$ cat config.mk
export PLATFORM = sky130hd
export DESIGN_NAME = voice_allocator
export DESIGN_NICKNAME = d
export VERILOG_FILES = /design/src/rtl/voice_allocator.sv
export SDC_FILE = /design/constraint.sdc
export NUM_CORES = 1
export LEC_CHECK = 0
export BUFFER_PORTS_ARGS = -buffer_cell sky130_fd_sc_hd__buf_4
export CAP_MARGIN = 20
export CORE_UTILIZATION = 55
export DETAILED_ROUTE_END_ITERATION = 8
export PLACE_DENSITY = 0.72
export SETUP_SLACK_MARGIN = 0.02
export SYNTH_ARGS = -nofsm -noshare
export SYNTH_HDL_FRONTEND = slang
export SYNTH_SLANG_ARGS = --single-unit
$ cat constraint.sdc
create_clock -name clk -period 8.4 [get_ports clk]
set_clock_uncertainty 0.1 [all_clocks]
set_input_delay 2.52 -clock clk [delete_from_list [all_inputs] [get_ports clk]]
set_output_delay 2.52 -clock clk [all_outputs]
set_load 0.02 [all_outputs]
$ cat src/rtl/voice_allocator.sv
// Polyphonic voice scheduler: assigns accepted UART key bytes to tone channels,
// holds each for a fixed number of cycles, retriggers repeats and steals the
// oldest channel when all are busy.
module voice_allocator #(
  parameter int unsigned C_CLK_FRQ = 100_000_000,
  parameter int unsigned C_NOTE_MS = 500,
  parameter int unsigned C_VOICES  = 4
) (
  input  logic                  clk,
  input  logic                  rst,
  input  logic                  UART_valid,
  input  logic                  UART_err,
  input  logic [7:0]            UART_msg,
  output logic [8*C_VOICES-1:0] voice_note,
  output logic [C_VOICES-1:0]   voice_active,
  output logic [C_VOICES-1:0]   voice_trig,
  output logic                  steal,
  output logic                  drop
);

  // 64-bit product: the default clock and duration overflow 32 bits.
  localparam longint unsigned PeriodL  = (64'(C_CLK_FRQ) * 64'(C_NOTE_MS)) / 64'd1000;
  localparam int unsigned     C_PERIOD = 32'(PeriodL);
  localparam int unsigned     TW       = $clog2(C_PERIOD + 1);
  localparam int unsigned     IW       = (C_VOICES > 1) ? $clog2(C_VOICES) : 1;
  localparam logic [TW-1:0]   LastTick = TW'(C_PERIOD - 1);

  typedef enum logic {StFree, StHold} ch_state_e;

  ch_state_e             state_q [C_VOICES];
  ch_state_e             state_d [C_VOICES];
  logic [TW-1:0]         timer_q [C_VOICES];
  logic [TW-1:0]         timer_d [C_VOICES];
  logic [7:0]            note_q  [C_VOICES];
  logic [7:0]            note_d  [C_VOICES];
  logic [C_VOICES-1:0]   trig_q, trig_d;
  logic                  steal_q, steal_d;
  logic                  drop_q, drop_d;

  logic                  accept;
  logic [C_VOICES-1:0]   expiring;
  logic                  hit, free_found;
  logic [IW-1:0]         hit_idx, free_idx, old_idx, sel_idx;
  logic [TW-1:0]         old_timer;

  // Channel selection (retrigger > free > steal) and per-channel next state
  always_comb begin
    accept     = UART_valid && !UART_err && (UART_msg != 8'h00);
    drop_d     = UART_valid && (UART_err || (UART_msg == 8'h00));
    expiring   = '0;
    hit        = 1'b0;
    hit_idx    = '0;
    free_found = 1'b0;
    free_idx   = '0;
    old_idx    = '0;
    old_timer  = timer_q[0];
    trig_d     = '0;
    steal_d    = 1'b0;

    for (int i = 0; i < C_VOICES; i++) begin
      expiring[i] = (state_q[i] == StHold) && (timer_q[i] == LastTick);
    end
    for (int i = 0; i < C_VOICES; i++) begin
      if (!hit && (state_q[i] == StHold) && (note_q[i] == UART_msg)) begin
        hit     = 1'b1;
        hit_idx = IW'(i);
      end
    end
    // An expiring channel is as good as free this cycle.
    for (int i = 0; i < C_VOICES; i++) begin
      if (!free_found && ((state_q[i] == StFree) || expiring[i])) begin
        free_found = 1'b1;
        free_idx   = IW'(i);
      end
    end
    // Strict compare keeps the lowest index on ties.
    for (int i = 1; i < C_VOICES; i++) begin
      if (timer_q[i] > old_timer) begin
        old_idx   = IW'(i);
        old_timer = timer_q[i];
      end
    end

    if (hit) begin
      sel_idx = hit_idx;
    end else if (free_found) begin
      sel_idx = free_idx;
    end else begin
      sel_idx = old_idx;
      steal_d = accept;
    end

    for (int i = 0; i < C_VOICES; i++) begin
      state_d[i] = state_q[i];
      timer_d[i] = timer_q[i];
      note_d[i]  = note_q[i];
      if (state_q[i] == StHold) begin
        if (expiring[i]) begin
          state_d[i] = StFree;
          timer_d[i] = '0;
          note_d[i]  = 8'h00;
        end else begin
          timer_d[i] = timer_q[i] + TW'(1);
        end
      end
      if (accept && (sel_idx == IW'(i))) begin
        state_d[i] = StHold;
        timer_d[i] = '0;
        note_d[i]  = UART_msg;
        trig_d[i]  = 1'b1;
      end
    end
  end

  // State and output registers, cleared asynchronously
  always_ff @(posedge clk or posedge rst) begin
    if (rst) begin
      for (int i = 0; i < C_VOICES; i++) begin
        state_q[i] <= StFree;
        timer_q[i] <= '0;
        note_q[i]  <= 8'h00;
      end
      trig_q  <= '0;
      steal_q <= 1'b0;
      drop_q  <= 1'b0;
    end else begin
      for (int i = 0; i < C_VOICES; i++) begin
        state_q[i] <= state_d[i];
        timer_q[i] <= timer_d[i];
        note_q[i]  <= note_d[i];
      end
      trig_q  <= trig_d;
      steal_q <= steal_d;
      drop_q  <= drop_d;
    end
  end

  // Flatten channel registers onto the output buses
  always_comb begin
    voice_note   = '0;
    voice_active = '0;
    for (int i = 0; i < C_VOICES; i++) begin
      voice_note[8*i +: 8] = note_q[i];
      voice_active[i]      = (state_q[i] == StHold);
    end
  end

  assign voice_trig = trig_q;
  assign steal      = steal_q;
  assign drop       = drop_q;

endmodule

# Word-level counts from Yosys, hierarchy flattened
# Cells that the tools add are included.
# W data, S select, Z words.
# totals
ff_bits,146
latch_bits,0
ramBits,0
romBits,0
input_bits,12
output_inout_bits,42
elab_cells,148
memories,0
# classes
add_sub_neg,4
mul,0
div,0
magnitude_cmp,3
n_eq_ne,11
n_shift,0
mux,63
n_bitwise,4
reduce_logical,48
# ops
cell,count
$mux W26,14
$add A26 B1 Y26 const B,4
$eq A26 B26 Y1 const B,4
$mux W8,12
$gt A26 B26 Y1,3
$eq A8 B8 Y1,4
$mux W1,29
$logic_and A1 B1 Y1,21
$mux W2,8
$reduce_bool A2 Y1,8
$logic_not A8 Y1,1
$reduce_and A2 Y1,4
$reduce_bool A8 Y1,1
$logic_not A1 Y1,7
$logic_or A1 B1 Y1,5
$eq A2 B2 Y1 const B,2
$not A1 Y1,4
$eq A2 B1 Y1 const B,1
$logic_not A2 Y1,1

# Longest topological paths before layout
# logic_depth
ltp_word,20
mapped_depth,31
mapped_depth_nobuf,28

# Least setup slack after synthesis
# No wires, ideal clock.
# synth_path
path_type,reg-to-reg
startpoint,register timer_q[76] (netlist name)
endpoint,"register note_q, in the netlist voice_note[24]"
setup_ps,121
t_arrival_ps,6539
required_time_ps,8179
path_slack_ps,1640
path_stages_with_launch,31
n_path_buf,4
period_less_slack_ps,6760
cell_sequence,dfrtp_1 > ha_1 > and4_1 > nand2_1 > or4b_1 > nand4_1 > o21a_1 > clkbuf_1 > buf_1 > a21oi_1 > ha_1 > nand4_1 > a211oi_1 > a2111oi_0 > or3_1 > o21ai_1 > clkbuf_1 > nor2_1 > a21oi_1 > ha_1 > a2111oi_0 > o21ai_0 > a311oi_1 > o22ai_1 > o21ai_0 > o2111a_1 > o21ai_4 > a21oi_2 > nor2_1 > buf_2 > a22o_1
# synth_between
elab_chain_len,17
elab_cells_between_ends,30
classes_between,3 x order compare; 2 x eq/ne; 14 x mux; 11 x reduce/logical
# synth_rtl
element,line_no,rtl
"start, declared",32,logic [TW-1:0] timer_q [C_VOICES];
"start signal, assigned by index",129,timer_q[i] <= timer_d[i];
"parallel branches: the longest is 11 deep, another holds $gt A26 B26 Y1",n/a,
$mux W2 (*),86,end else if (free_found) begin
$mux W2 (*),84,if (hit) begin
$eq A2 B2 Y1 (*),106,if (accept && (sel_idx == IW'(i))) begin
$logic_and A1 B1 Y1 (*),106,
$reduce_bool A2 Y1 (no line),n/a,
$reduce_and A2 Y1 (no line),n/a,
"end signal, assigned by index",130,note_q[i] <= note_d[i];
"end, declared",34,logic [7:0] note_q [C_VOICES];
# Every way passes the cells marked *.
# A chain may end at the register's enable or synchronous reset.

# Final worst setup path
# layout_path
startpoint,register timer_q[76] (netlist name)
endpoint,register timer_q[61] (netlist name)
# layout_between
elab_chain_len,16
elab_cells_between_ends,30
classes_between,3 x order compare; 2 x eq/ne; 16 x mux; 9 x reduce/logical
# layout_rtl
element
"parallel branches: the longest is 16 deep, another holds $gt A26 B26 Y1"
# Several ways; the timed one is not identified. The select of a mux whose other input is x is not followed.

==> flow_summary.toml <==
[status]
status = "finished, final reports clean"

[yosys]
synth_area_um2 = 9956
yosysSeqAreaShare = 0.3670
avgSynthCellArea_um2 = 8.531
synth_edf_count = 0
syn_inst = 1167
ys_types = 66
ys_ff_latch = 146
synthArstFlopShare = 1.000
ys.flop_type = "dfrtp_1"
syn-num-nets = 1261
ys_warn_count = 0

[job]
drv_cap = 0

[placed_design]
io_buffers = 53
place_ws_ns = 0.7312
post_dp_cell_area_um2 = 10500
hpwl_um = 19020
dp_cells = 1412
place_congestion = 0.9402

[critical_path]
cp_max_fo = 32
path_common_cell = "o21ai_0"
worstSetupPathType = "register to register"
cp.arrival_ns = 7.96
slowest_delay_ns = 0.47
worstSetupStartpointType = "register"
critPathSlowestCell = "o21a_1"
r2r_cells = 29
worstSetupEndpointType = "register"
worst-r2r-setup-slack_ns = 0.60
required_ns = 8.57

[timing]
clock.fmax_mhz = 128.3
finalSetupTns_ns = 0
rsz0062_at_grt = "no"
post-route-min-period_ns = 7.797
worst_slack_ns = 0.6034
worst_slew_pin_slew_ns = 0.9152
hold_viol_final = 0
drv_slew = 0
fin_crit_sh = 0.9282
relSlewSlack = 0.3898
setup_viol = 0

[final_layout]
fin_cells = 1445
drive_gt1_frac = 0.09918
area_growth_pct = 11.54
fin_nets = 1302
finalInstanceArea_um2 = 11100
antenna_cells = 0

[clocking]
cts.sinks = 146
cts_hold_buf = 0
cts.repair.resized = 0
clock-root-buffer = "clkbuf_16"
cts_tree = "done"
numCtsBuffers = 17
clk_latency_ns = 0.43
ctsHtreeMaxLevel = 4
path_clk_slew_ns = 0.06
cts_max_path_buffers = 2
postCtsSetupRepairBufs = 0

[route]
vias = 8708
drc = 0
viasPerCell = 6.026
drtIter0Drc = 688
drt_pre_antenna_iters = 5
drtAntennaViolNets = 0
drt-wirelength-per-cell_um = 18.18
wl_um = 26270

[grt]
grt_max_degree = 91
gr-total-overflow = 0
grt_usage = 0.2961
grt_pass1_vias = 7955
grt_pass1_wl_um = 42370
antenna_found_initial = 0

[hold_path]
hold_class = "register to register"
hold_depth = 1

[floorplan]
rows = 48
core_um2 = 17480
start_util = 0.5697
die_w_um = 136.5
dieArea_um2 = 18640
fp.dieH_um = 136.5
ios = 54
## cell usage after synthesis (3+ instances only)
cell type  count  area [um^2]
o21ai_0       43        215.2
xnor2_1       61        534.3
o21a_1         3        22.52
a22oi_1        3        22.52
clkbuf_1      20        75.07
inv_1         47        176.4
nor2b_1        6        37.54
and2_1         5        31.28
a22o_1        17        148.9
and3_1        34        212.7
nor4_1        15        93.84
o21ai_1        7        35.03
mux2i_1        8        80.08
ha_1          82         1026
buf_2         11        55.05
a21oi_1      109        545.5
nor4bb_1       4        40.04
nand2_1      115        431.7
o21ai_2        4        35.03
or4_1          3        22.52
nor2_1       177        664.4
nand4_1       48        300.3
xor2_1        37        324.1
a21o_1        13        97.59
a31oi_1        3        18.77
nor4b_1        6        52.55
or3_1          3        18.77
nand2b_1       5        31.28
nand3_1       40        200.2
nor3_1        19        95.09
nand3b_1       8        60.06
and4_1        11        96.34
buf_4         11        82.58
a211oi_1       4        30.03
dfrtp_1      146         3654
## worst paths after layout
kind                                             from                          to
min in group asynchronous                         rst   voice_note[1]$_DFFE_PP0P_
max in group asynchronous                         rst     timer_q[26]$_DFFE_PP0P_
setup / recovery              timer_q[76]$_DFFE_PP0P_     timer_q[61]$_DFFE_PP0P_
hold reg to reg            voice_note[31]$_DFFE_PP0P_  voice_note[31]$_DFFE_PP0P_
setup reg to reg              timer_q[76]$_DFFE_PP0P_     timer_q[61]$_DFFE_PP0P_
hold / removal             voice_note[31]$_DFFE_PP0P_  voice_note[31]$_DFFE_PP0P_
## cell usage in the layout, fill, tap and decap left out, types with 4 or more instances in the layout
master,count
a211oi_1,4
a21o_1,13
a21oi_1,109
a22o_1,17
and2_1,5
and3_1,34
and4_1,11
buf_4,65
clkbuf_16,17
dfrtp_1,146
ha_1,82
inv_1,46
inv_6,7
mux2i_1,8
nand2_1,115
nand2b_1,5
nand3_1,40
nand3b_1,8
nand4_1,48
nor2_1,177
nor2b_1,6
nor3_1,19
nor4_1,15
nor4b_1,6
nor4bb_1,4
o21ai_0,43
o21ai_1,6
o21ai_2,5
xnor2_1,61
xor2_1,37
## metrics by stage
stage | util | hold slack [ns]
2_1_floorplan | - | 0.4243
3_3_place_gp | 0.6009 | 0.4278
3_5_place_dp | 0.6009 | 0.4288
4_1_cts | 0.6346 | 0.4539
5_1_grt | 0.6354 | 0.4672
6_report | 0.6354 | 0.4494
## critical path: cells and delay by family, from the launching register on
family / cells / cell delay, ns
flip-flops: 1 / 0.44
AO/OA/AOI/OAI: 15 / 3.42
adder cells (fa/ha/maj): 3 / 0.98
AND/OR/NAND/NOR: 9 / 1.92
buffers and inverters: 2 / 0.74
## area by class of cell
cell class                      instances  area [um^2]
Fill cell                            1453         6372
Multi-Input combinational cell        930         5907
Sequential cell                       146         3654
Timing Repair Buffer                   66        493.0
Clock buffer                           18        439.2
Tap cell                              225        281.5
Inverter                               47        181.4
Clock inverter                         13        148.9
## state kept, by name, summed over array words and instances (netlist names)
name	flops
voice_note	32
voice_trig	4
steal	1
timer_q	104
drop	1
voice_active	4
## cells by family (layout without fill, tap and decap cells)
| kind of cell | Yosys count | count (layout) | synth area share |
|---|---|---|---|
| simple gates | 514 | 514 | 0.2531 |
| mux | 10 | 10 | 0.01031 |
| buf+inv | 92 | 144 | 0.04172 |
| fa+ha+maj | 82 | 82 | 0.1031 |
| xor+xnor | 98 | 98 | 0.08621 |
| compound gates | 225 | 226 | 0.1386 |
| flops | 146 | 146 | 0.3670 |
## layer usage
metal,GRT usage,up-vias,part of all wire
met5,0,-,0
met3,0.05000,42,0.058
met2,0.4540,282,0.46
li1,-,4195,-
met1,0.4236,4189,0.46
met4,0.09815,0,0.023
Power is not shown: default switching activity piles up to over one toggle a cycle in this logic, so the estimate is an artifact.
